==> src/rtl/arb_pkg.sv <==
// Shared types and grant encoding for the unified memory arbiter.
package arb_pkg;

    // Arbiter sequencing: one access in flight from grant to acknowledge.
    typedef enum logic [2:0] {
        IDLE,
        ISSUE_IF,
        ISSUE_DM,
        WAIT_IF,
        WAIT_DM,
        RESP
    } arb_state_e;

    // Grant encoding, also used as the stored last-grant value.
    localparam logic GNT_IF = 1'b0;
    localparam logic GNT_DM = 1'b1;

    // Pick the requester to serve; on a conflict the one not served last wins.
    function automatic logic pick_grant(input logic if_req,
                                        input logic dm_req,
                                        input logic last_grant);
        if (if_req && dm_req) begin
            return ~last_grant;
        end
        if (dm_req) begin
            return GNT_DM;
        end
        return GNT_IF;
    endfunction

endpackage

==> src/rtl/unified_mem_arbiter_sat_counter.sv <==
// Saturating up-counter: counts enabled cycles and sticks at all-ones.
module sat_counter #(
    parameter int W = 16
) (
    input  logic         clk,
    input  logic         rst_n,
    input  logic         i_inc,
    output logic [W-1:0] o_count
);

    logic [W-1:0] r_count;

    // Increment on enable unless already at the maximum value.
    always_ff @(posedge clk or negedge rst_n) begin
        if (!rst_n) begin
            r_count <= '0;
        end else if (i_inc && (r_count != '1)) begin
            r_count <= r_count + W'(1);
        end
    end

    assign o_count = r_count;

endmodule

==> src/rtl/unified_mem_arbiter.sv <==
// Arbitrates one single-port unified memory between instruction fetch (IF)
// and the data stage (DM). One access is in flight at a time; the requester
// gets a one-cycle ack with read data, and stalls while it waits.
module unified_mem_arbiter
    import arb_pkg::*;
#(
    parameter int ADDR_W = 64,
    parameter int DATA_W = 64,
    parameter int CNT_W  = 16
) (
    input  logic              clk,
    input  logic              rst_n,
    input  logic              if_req,
    input  logic [ADDR_W-1:0] if_addr,
    output logic [DATA_W-1:0] if_rdata,
    output logic              if_ack,
    input  logic              dm_req,
    input  logic              dm_we,
    input  logic [ADDR_W-1:0] dm_addr,
    input  logic [DATA_W-1:0] dm_wdata,
    output logic [DATA_W-1:0] dm_rdata,
    output logic              dm_ack,
    output logic              mem_en,
    output logic              mem_we,
    output logic [ADDR_W-1:0] mem_addr,
    output logic [DATA_W-1:0] mem_wdata,
    input  logic [DATA_W-1:0] mem_rdata,
    input  logic              mem_valid,
    output logic              stall_if,
    output logic              stall_mem,
    output logic [CNT_W-1:0]  conflict_cnt
);

    arb_state_e        r_state;
    arb_state_e        w_next_state;
    logic              r_last_grant;
    logic              w_take;
    logic              w_grant;
    logic              w_conflict;

    logic              r_mem_en;
    logic              r_mem_we;
    logic [ADDR_W-1:0] r_mem_addr;
    logic [DATA_W-1:0] r_mem_wdata;
    logic              r_if_ack;
    logic              r_dm_ack;
    logic [DATA_W-1:0] r_if_rdata;
    logic [DATA_W-1:0] r_dm_rdata;

    // State register; reset aborts any access in flight.
    // NOTE: clocked state uses non-blocking (<=) so every register samples
    // pre-edge values regardless of block ordering.
    always_ff @(posedge clk or negedge rst_n) begin
        if (!rst_n) begin
            r_state <= IDLE;
        end else begin
            r_state <= w_next_state;
        end
    end

    // Next-state and grant decision; requests are only looked at in IDLE.
    // NOTE: every signal gets a default before the case so no path leaves
    // it unassigned, which would otherwise infer a latch.
    always_comb begin
        w_next_state = r_state;
        w_take       = 1'b0;
        w_conflict   = 1'b0;
        w_grant      = r_last_grant;
        case (r_state)
            IDLE: begin
                if (if_req || dm_req) begin
                    w_take       = 1'b1;
                    w_conflict   = if_req && dm_req;
                    w_grant      = pick_grant(if_req, dm_req, r_last_grant);
                    w_next_state = (w_grant == GNT_DM) ? ISSUE_DM : ISSUE_IF;
                end
            end
            ISSUE_IF: w_next_state = WAIT_IF;
            ISSUE_DM: w_next_state = WAIT_DM;
            WAIT_IF:  if (mem_valid) w_next_state = RESP;
            WAIT_DM:  if (mem_valid) w_next_state = RESP;
            RESP:     w_next_state = IDLE;
            default:  w_next_state = IDLE;
        endcase
    end

    // Round-robin memory: only a conflict decides who goes next time.
    always_ff @(posedge clk or negedge rst_n) begin
        if (!rst_n) begin
            r_last_grant <= GNT_DM;
        end else if (w_conflict) begin
            r_last_grant <= w_grant;
        end
    end

    // Latch the granted command; mem_en is high only in the ISSUE cycle.
    always_ff @(posedge clk or negedge rst_n) begin
        if (!rst_n) begin
            r_mem_en    <= 1'b0;
            r_mem_we    <= 1'b0;
            r_mem_addr  <= '0;
            r_mem_wdata <= '0;
        end else begin
            r_mem_en <= w_take;
            if (w_take) begin
                if (w_grant == GNT_DM) begin
                    r_mem_we    <= dm_we;
                    r_mem_addr  <= dm_addr;
                    r_mem_wdata <= dm_wdata;
                end else begin
                    r_mem_we    <= 1'b0;
                    r_mem_addr  <= if_addr;
                    r_mem_wdata <= '0;
                end
            end
        end
    end

    // Capture completion data; ack only a requester that is still waiting.
    always_ff @(posedge clk or negedge rst_n) begin
        if (!rst_n) begin
            r_if_ack   <= 1'b0;
            r_dm_ack   <= 1'b0;
            r_if_rdata <= '0;
            r_dm_rdata <= '0;
        end else begin
            r_if_ack <= 1'b0;
            r_dm_ack <= 1'b0;
            if ((r_state == WAIT_IF) && mem_valid) begin
                r_if_rdata <= mem_rdata;
                r_if_ack   <= if_req;
            end
            if ((r_state == WAIT_DM) && mem_valid) begin
                r_dm_rdata <= mem_rdata;
                r_dm_ack   <= dm_req;
            end
        end
    end

    sat_counter #(
        .W(CNT_W)
    ) u_conflict_cnt (
        .clk    (clk),
        .rst_n  (rst_n),
        .i_inc  (w_conflict),
        .o_count(conflict_cnt)
    );

    assign mem_en    = r_mem_en;
    assign mem_we    = r_mem_we;
    assign mem_addr  = r_mem_addr;
    assign mem_wdata = r_mem_wdata;
    assign if_ack    = r_if_ack;
    assign dm_ack    = r_dm_ack;
    assign if_rdata  = r_if_rdata;
    assign dm_rdata  = r_dm_rdata;
    assign stall_if  = if_req & ~r_if_ack;
    assign stall_mem = dm_req & ~r_dm_ack;

endmodule

==> config.mk <==
export PLATFORM = sky130hd
export DESIGN_NAME = unified_mem_arbiter
export DESIGN_NICKNAME = d
export VERILOG_FILES = /design/src/rtl/arb_pkg.sv /design/src/rtl/unified_mem_arbiter_sat_counter.sv /design/src/rtl/unified_mem_arbiter.sv
export SDC_FILE = /design/constraint.sdc
export NUM_CORES = 1
export LEC_CHECK = 0
export BUFFER_PORTS_ARGS = -buffer_cell sky130_fd_sc_hd__buf_2
export CORE_MARGIN = 10
export CORE_UTILIZATION = 30
export DETAILED_ROUTE_END_ITERATION = 6
export PLACE_DENSITY = 0.53
export SYNTH_ARGS = -nofsm -noshare
export SYNTH_HDL_FRONTEND = slang
export SYNTH_HIERARCHICAL = 1
export SYNTH_SLANG_ARGS = --single-unit
==> constraint.sdc <==
create_clock -name clk -period 2.33 [get_ports clk]
set_input_delay 0.233 -clock clk [delete_from_list [all_inputs] [get_ports clk]]
set_output_delay 0.233 -clock clk [all_outputs]
set_load 0.05 [all_outputs]
==> results of run 1 <==
## critical path: cells and delay by family, from the launching register on
| family | cells | cell delay (ns) |
|---|---|---|
| flops | 1 | 0.46 |
| buf+inv | 3 | 1.01 |
| simple gates | 1 | 0.30 |
| compound gates | 2 | 0.36 |
## Yosys cell counts (2+ instances only)
library cell | number | area (sq um)
nor2_1 | 4 | 15.0
nand2_1 | 7 | 26.3
inv_2 | 2 | 7.51
buf_2 | 41 | 205
o221ai_1 | 128 | 1120
mux2_1 | 59 | 664
o21a_1 | 5 | 37.5
buf_6 | 17 | 191
mux2_2 | 70 | 788
buf_12 | 6 | 120
a21oi_1 | 68 | 340
nand4_1 | 9 | 56.3
xnor2_1 | 6 | 52.6
nor3_2 | 2 | 20.0
a31oi_1 | 68 | 425
and3_1 | 2 | 12.5
nand2b_1 | 2 | 12.5
nand3_1 | 70 | 350
inv_1 | 2 | 7.51
nor4_4 | 2 | 42.5
clkbuf_1 | 45 | 169
buf_4 | 11 | 82.6
nor4b_4 | 2 | 47.6
dfrtp_1 | 279 | 6980
and2_1 | 2 | 12.5
xor2_1 | 2 | 17.5
o2bb2ai_1 | 66 | 578
## power groups by stage
stage	clock network, W	registers [W]	logic [W]
after CTS	0.00547	0.00828	0.0178
after detailed placement	0	0.00832	0.0173
final	0.00532	0.00831	0.0179
after floorplan	0	0.0157	0.00537
after global routing	0.00566	0.00857	0.0188
after global placement	0	0.00827	0.0172
## registers in the layout, indices dropped and copies added, names as in the netlist
name	count
u_conflict_cnt/o_count	16
dm_rdata	64
mem_addr	64
dm_ack	1
r_last_grant	1
mem_we	1
if_ack	1
mem_en	1
if_rdata	64
r_state	3
mem_wdata	64
## cell families (layout without fill, tap and decap cells)
logic type / after synthesis / in the layout / synth area share
AOI/OAI and AO/OA: 343 / 343 / 0.204
DFF: 280 / 280 / 0.553
muxes: 129 / 129 / 0.115
buffers and inverters: 126 / 894 / 0.0632
and+or+nand+nor: 116 / 117 / 0.0589
xor gates and xnor gates: 8 / 8 / 0.00553
adders and majority gates: 1 / 1 / 0.000987
other: 0 / 8 / 0
## what timing repair did
item                       4_1_cts  5_1_grt
buffers inserted                 0        2
gates resized for setup          0        6
setup endpoints to repair        0        8
hold endpoints to repair       313        0
hold buffers                   258        0
## layout make-up
| type | count | area share |
|---|---|---|
| multi-input cells | 598 | 0.251 |
| clock inverters | 10 | 0.00615 |
| flip-flops and latches | 280 | 0.359 |
| clock buffers | 49 | 0.0516 |
| diodes | 8 | 0.00103 |
| repair buffers | 831 | 0.296 |
| inverters | 4 | 0.000769 |
| well taps | 539 | 0.0345 |
## worst paths after layout
path,start,endpoint,slack (ns),cells past startpoint
max,r_state[0],mem_addr[40],0.13,6
min,if_req,if_ack,0.02,3
max reg2reg,r_state[0],mem_addr[40],0.13,6
min reg2reg,dm_rdata[55],dm_rdata[55],0.48,1
max in group asynchronous,rst_n,mem_wdata[27],1.32,3
min in group asynchronous,rst_n,dm_rdata[4],0.26,2
## metal layers
metal  vias to the layer above  share of wire  track usage  wire length (microns)
met5                         -              0            0                      0
met4                         0          0.045       0.0950                   2340
met3                       158          0.068       0.0416                   3570
met2                       642           0.50        0.322                  26000
met1                      6111           0.39        0.230                  20200
li1                       5461              -            -                      -
## stage by stage
step | hold WS [ns] | power (W) | worst slack [ns] | utilization | instances
2_1_floorplan | -0.0626 | 0.0210 | 0.262 | - | 1003
3_3_place_gp | 0.242 | 0.0255 | 0.313 | 0.376 | 1989
3_5_place_dp | 0.245 | 0.0256 | 0.261 | 0.376 | 1989
4_1_cts | 0.000712 | 0.0315 | 0.0501 | 0.464 | 2306
5_1_grt | 0.0289 | 0.0330 | 0.0188 | 0.466 | 2312
6_report | 0.0240 | 0.0315 | 0.125 | 0.467 | 2319
==> run_results.csv, run 1 <==
group,metric,value,unit
run_status,status,"complete, no violations",
layout,final_common_cell,"buf_2",
clock_tree,numCtsBuffers,34,
synth,synth.distinct_cells,53,
power,clockPowerShare,0.169,
power,combPwrFrac,0.568,
layout,final_nets,2012,
sta,clock.fmax,0.454,GHz
worst_hold_path,hold_class,"input pin to flop",
placement,gp_congestion,0.805,
flow_run,maxCapViolCount,0,
route,drcViolationCount,0,
route,routedWlPerCell,22.5,microns
floorplan,initial_core_util,0.303,
grt,track_usage,0.192,
worst_setup_path,cp.arrival,2.67,ns
route,drtIter0Drc,893,
worst_setup_path,start_kind,"flop",
grt,antenna_found_initial,1,
route,dr.pass1.iters,5,
clock_tree,cts_root_buffer,"clkbuf_16",
worst_setup_path,cp_cell_sequence,"buf_4, nor4b_4, buf_12, o221ai_1, a31oi_1, dlygate4sd3_1",
sta,tightestPinTransition,0.823,ns
clock_tree,htree_levels,2,
clock_tree,clock_sinks,280,
power,seq_power_share,0.264,
floorplan,die_area,50900,sq um
power,powerDensity,1610,nW/um^2
clock_tree,insertion_delay,0.54,ns
sta,finalHoldViolCount,0,
synth,syn_area_per_cell,12.6,sq um
floorplan,ios,540,
placement,dp_hpwl,33700,microns
layout,area_growth,54.1,%
sta,slew_viol_final,0,
worst_setup_path,critPathMaxFanout,29,
power,power_leakage,8.83,nW
clock_tree,cts_tree,"done",
synth,yosysWarnings,6,
synth,ys_seq_area_frac,0.553,
grt,grt_max_degree,130,
synth,syn-num-nets,1266,
placement,portBuffers,539,
route,route.antenna.remaining_nets,0,
layout,fin_area,19500,sq um
sta,grt_setup_unrepaired,"false",
floorplan,fp.dieH,226,microns
synth,ys_ff_latch,280,
layout,drive_gt1_frac,0.410,
route,wirelength,52100,microns
route,routed_via_density,5.34,
sta,finalCriticalPeriod,2.20,ns
worst_setup_path,cp-end-kind,"flop",
layout,multiInputGateArea,4900,sq um
route,vias,12400,
worst_setup_path,max_stage_delay,0.57,ns
worst_setup_path,crit_type,"flop to flop",
sta,finClkSkew,0.0166,ns
floorplan,core,41900,sq um
worst_setup_path,cp.required,2.80,ns
sta,setup_violations,0,
sta,relSlewSlack,0.452,
worst_setup_path,crit_path_top_delay_cell,"dlygate4sd3_1",
synth,syn-instance-count,1003,
placement,place_area,15700,sq um
synth,synth_flop_cell,"dfrtp_1",
floorplan,core.rowCount,75,
synth,synth-edff-count,0,
grt,grt_pass1_wl,77700,microns
power,switchingPower,0.0165,W
power,switching_share,0.524,
sta,finalCritPeriodShare,0.946,
grt,first_global_vias,12900,
clock_tree,clk_pin_slew,0.06,ns
clock_tree,cts_buffer_depth,3,
floorplan,die_x,226,microns
grt,gr-total-overflow,0,
power,internal-power,0.0150,W
layout,seqCellArea,7010,sq um
layout,fillCellCount,3807,
power,peakVddDrop,790,uV
synth,async_reset_ff_frac,1.00,
layout,mostFrequentLayoutCells,"buf_2, dfrtp_1, dlygate4sd3_1",
sta,fin_tns_setup,0,ns
synth,synthesis.area,12700,sq um
No activity file was read; power rests on OpenSTA's default activity.
==> inputs of run 2 (changes only) <==
--- a/config.mk
+++ b/config.mk
@@ -5,11 +5,11 @@
 export SDC_FILE = /design/constraint.sdc
 export NUM_CORES = 1
 export LEC_CHECK = 0
-export BUFFER_PORTS_ARGS = -buffer_cell sky130_fd_sc_hd__buf_2
 export CORE_MARGIN = 10
 export CORE_UTILIZATION = 30
 export DETAILED_ROUTE_END_ITERATION = 6
-export PLACE_DENSITY = 0.53
+export DONT_BUFFER_PORTS = 1
+export PLACE_DENSITY = 0.42
 export SYNTH_ARGS = -nofsm -noshare
 export SYNTH_HDL_FRONTEND = slang
 export SYNTH_HIERARCHICAL = 1
==> run 2 against run 1 <==
The run now ends with negative hold slack left. Critical path type unchanged. Setup slack better by 0.16 ns. Via count down 18%. Highest routed layer unchanged. Routed wire length down 8.6%. Register-to-register slack better by 0.16 ns. Die area unchanged. Non-clock buffer count down 528. Final area down 15%. Sequential power up 99%. Total power down 10%. Combinational power down 61%.
==> run_results.csv, run 2 (synthesized netlist as in run 1, its figures left out) <==
group,metric,value,unit
route,dr.pass1.iters,5,
floorplan,initial_core_util,0.303,
worst_setup_path,r2r_setup_slack,0.29,ns
sta,finalHoldViolCount,280,
grt,gr-total-overflow,0,
clock_tree,cts_root_buffer,"clkbuf_16",
floorplan,core,41900,sq um
sta,grt_setup_unrepaired,"false",
route,routedWlPerCell,26.7,microns
worst_setup_path,reg2reg_from,"r_state[1]",
placement,place_area,13000,sq um
power,peakVddDrop,811,uV
grt,first_global_vias,10400,
run_status,violations,"negative hold slack",
sta,clock.fmax,0.490,GHz
grt,track_usage,0.175,
grt,grt_max_degree,281,
floorplan,die_x,226,microns
route,drcViolationCount,0,
placement,dp_hpwl,31100,microns
worst_setup_path,cp-end-kind,"flop",
run_status,status,"complete, but fails checks",
floorplan,die_area,50900,sq um
layout,final_nets,1480,
worst_setup_path,start_kind,"flop",
worst_setup_path,rr_worst_depth,4,
placement,gp_congestion,0.799,
power,power_leakage,6.58,nW
layout,area_growth,31.3,%
clock_tree,htree_levels,1,
route,route.antenna.remaining_nets,0,
route,vias,10100,
worst_setup_path,cp.required,2.80,ns
sta,hold_ws,-0.639,ns
clock_tree,cts_tree,"done",
route,dr_wl_met3,4450,microns
sta,setup_violations,0,
clock_tree,clk_pin_slew,0.06,ns
sta,fin_tns_setup,0,ns
worst_setup_path,reg2reg_to,"mem_addr[29]",
power,powerDensity,1700,nW/um^2
sta,finalCritPeriodShare,0.876,
sta,slew_viol_final,0,
route,routed_via_density,5.67,
clock_tree,cts_buffer_depth,3,
placement,portBuffers,0,
layout,fin_area,16600,sq um
sta,relSlewSlack,0.430,
grt,grt_pass1_wl,70700,microns
route,drtIter0Drc,943,
sta,tightestPinTransition,0.856,ns
worst_setup_path,critPathMaxFanout,64,
power,p_total,0.0284,W
route,wirelength,47600,microns
flow_run,maxCapViolCount,0,
layout,fillCellCount,3974,
clock_tree,numCtsBuffers,31,
layout,drive_gt1_frac,0.151,
floorplan,ios,540,
worst_setup_path,critPathLaunch,"r_state[1]",
layout,multiInputGateArea,4890,sq um
floorplan,core.rowCount,75,
layout,mostFrequentLayoutCells,"dfrtp_1, dlygate4sd3_1, o221ai_1",
route,highest_layer,"met4",
route,wl_met2,24100,microns
layout,final_common_cell,"dfrtp_1",
worst_setup_path,cp-endpoint,"mem_addr[29]",
worst_setup_path,crit_type,"flop to flop",
floorplan,fp.dieH,226,microns
sta,finalCriticalPeriod,2.04,ns
layout,seqCellArea,7010,sq um
clock_tree,insertion_delay,0.58,ns
route,met1Wirelength,17800,microns
worst_setup_path,cp.arrival,2.51,ns
clock_tree,clock_sinks,280,
clock_tree,post_cts.repair.setup_buffers,0,
sta,finClkSkew,0.0281,ns
worst_hold_path,hold_class,"input pin to async pin",
clock_tree,holdBufCountCts,260,
grt,antenna_found_initial,1,
run 2: metrics by stage:
step / util / worst slack, ns / hold WS (ns) / cells
2_1_floorplan: - / 0.262 / -0.0626 / 1003
6_report: 0.398 / 0.290 / -0.639 / 1781
3_3_place_gp: 0.311 / 0.450 / -0.0480 / 1463
4_1_cts: 0.398 / 0.349 / -0.690 / 1780
3_5_place_dp: 0.311 / 0.407 / -0.0512 / 1463
5_1_grt: 0.398 / 0.201 / -0.684 / 1781
run 2: layer usage:
layer	global-route usage	vias up
li1	-	4392
met1	0.208	5151
met2	0.299	482
met3	0.0566	74
met4	0.0488	0
met5	0	-
run 2: repair_timing:
action / 4_1_cts / 5_1_grt
setup endpoints to repair: 0 / 0
endpoints found under the hold margin: 543 / 280
resized for setup: 0 / 0
run 2: report_power, final:
part	internal (W)	total [W]	switching (W)
clock	0.00279	0.00481	0.00203
combinational	0.00300	0.00704	0.00404
sequential	0.00691	0.0165	0.00959
run 2: worst min path at each step:
stage	from	end	slack, ns	cells after the start
after CTS	rst_n	u_conflict_cnt/o_count[5]	-0.69	0
after global placement	rst_n	dm_rdata[9]	-0.05	0
after floorplan	rst_n	dm_ack	-0.06	0
final	rst_n	dm_rdata[9]	-0.64	0
after detailed placement	rst_n	u_conflict_cnt/o_count[9]	-0.05	0
after global routing	rst_n	dm_rdata[9]	-0.68	0
run 2: worst max-delay path, stage by stage (launching register included):
cell and delay, ns:
dfrtp_1 0.43, nor4b_4 0.31, buf_4 0.65, o221ai_1 0.20, a31oi_1 0.23
run 2: area by class of cell:
cell class              count  share of cell area
diodes                      1            0.000150
clock buffers              45              0.0540
clock inverters            12             0.00639
inverters                   4            0.000902
multi-input cells         597               0.294
flip-flops and latches    280               0.421
well taps                 539              0.0405
repair buffers            303               0.183
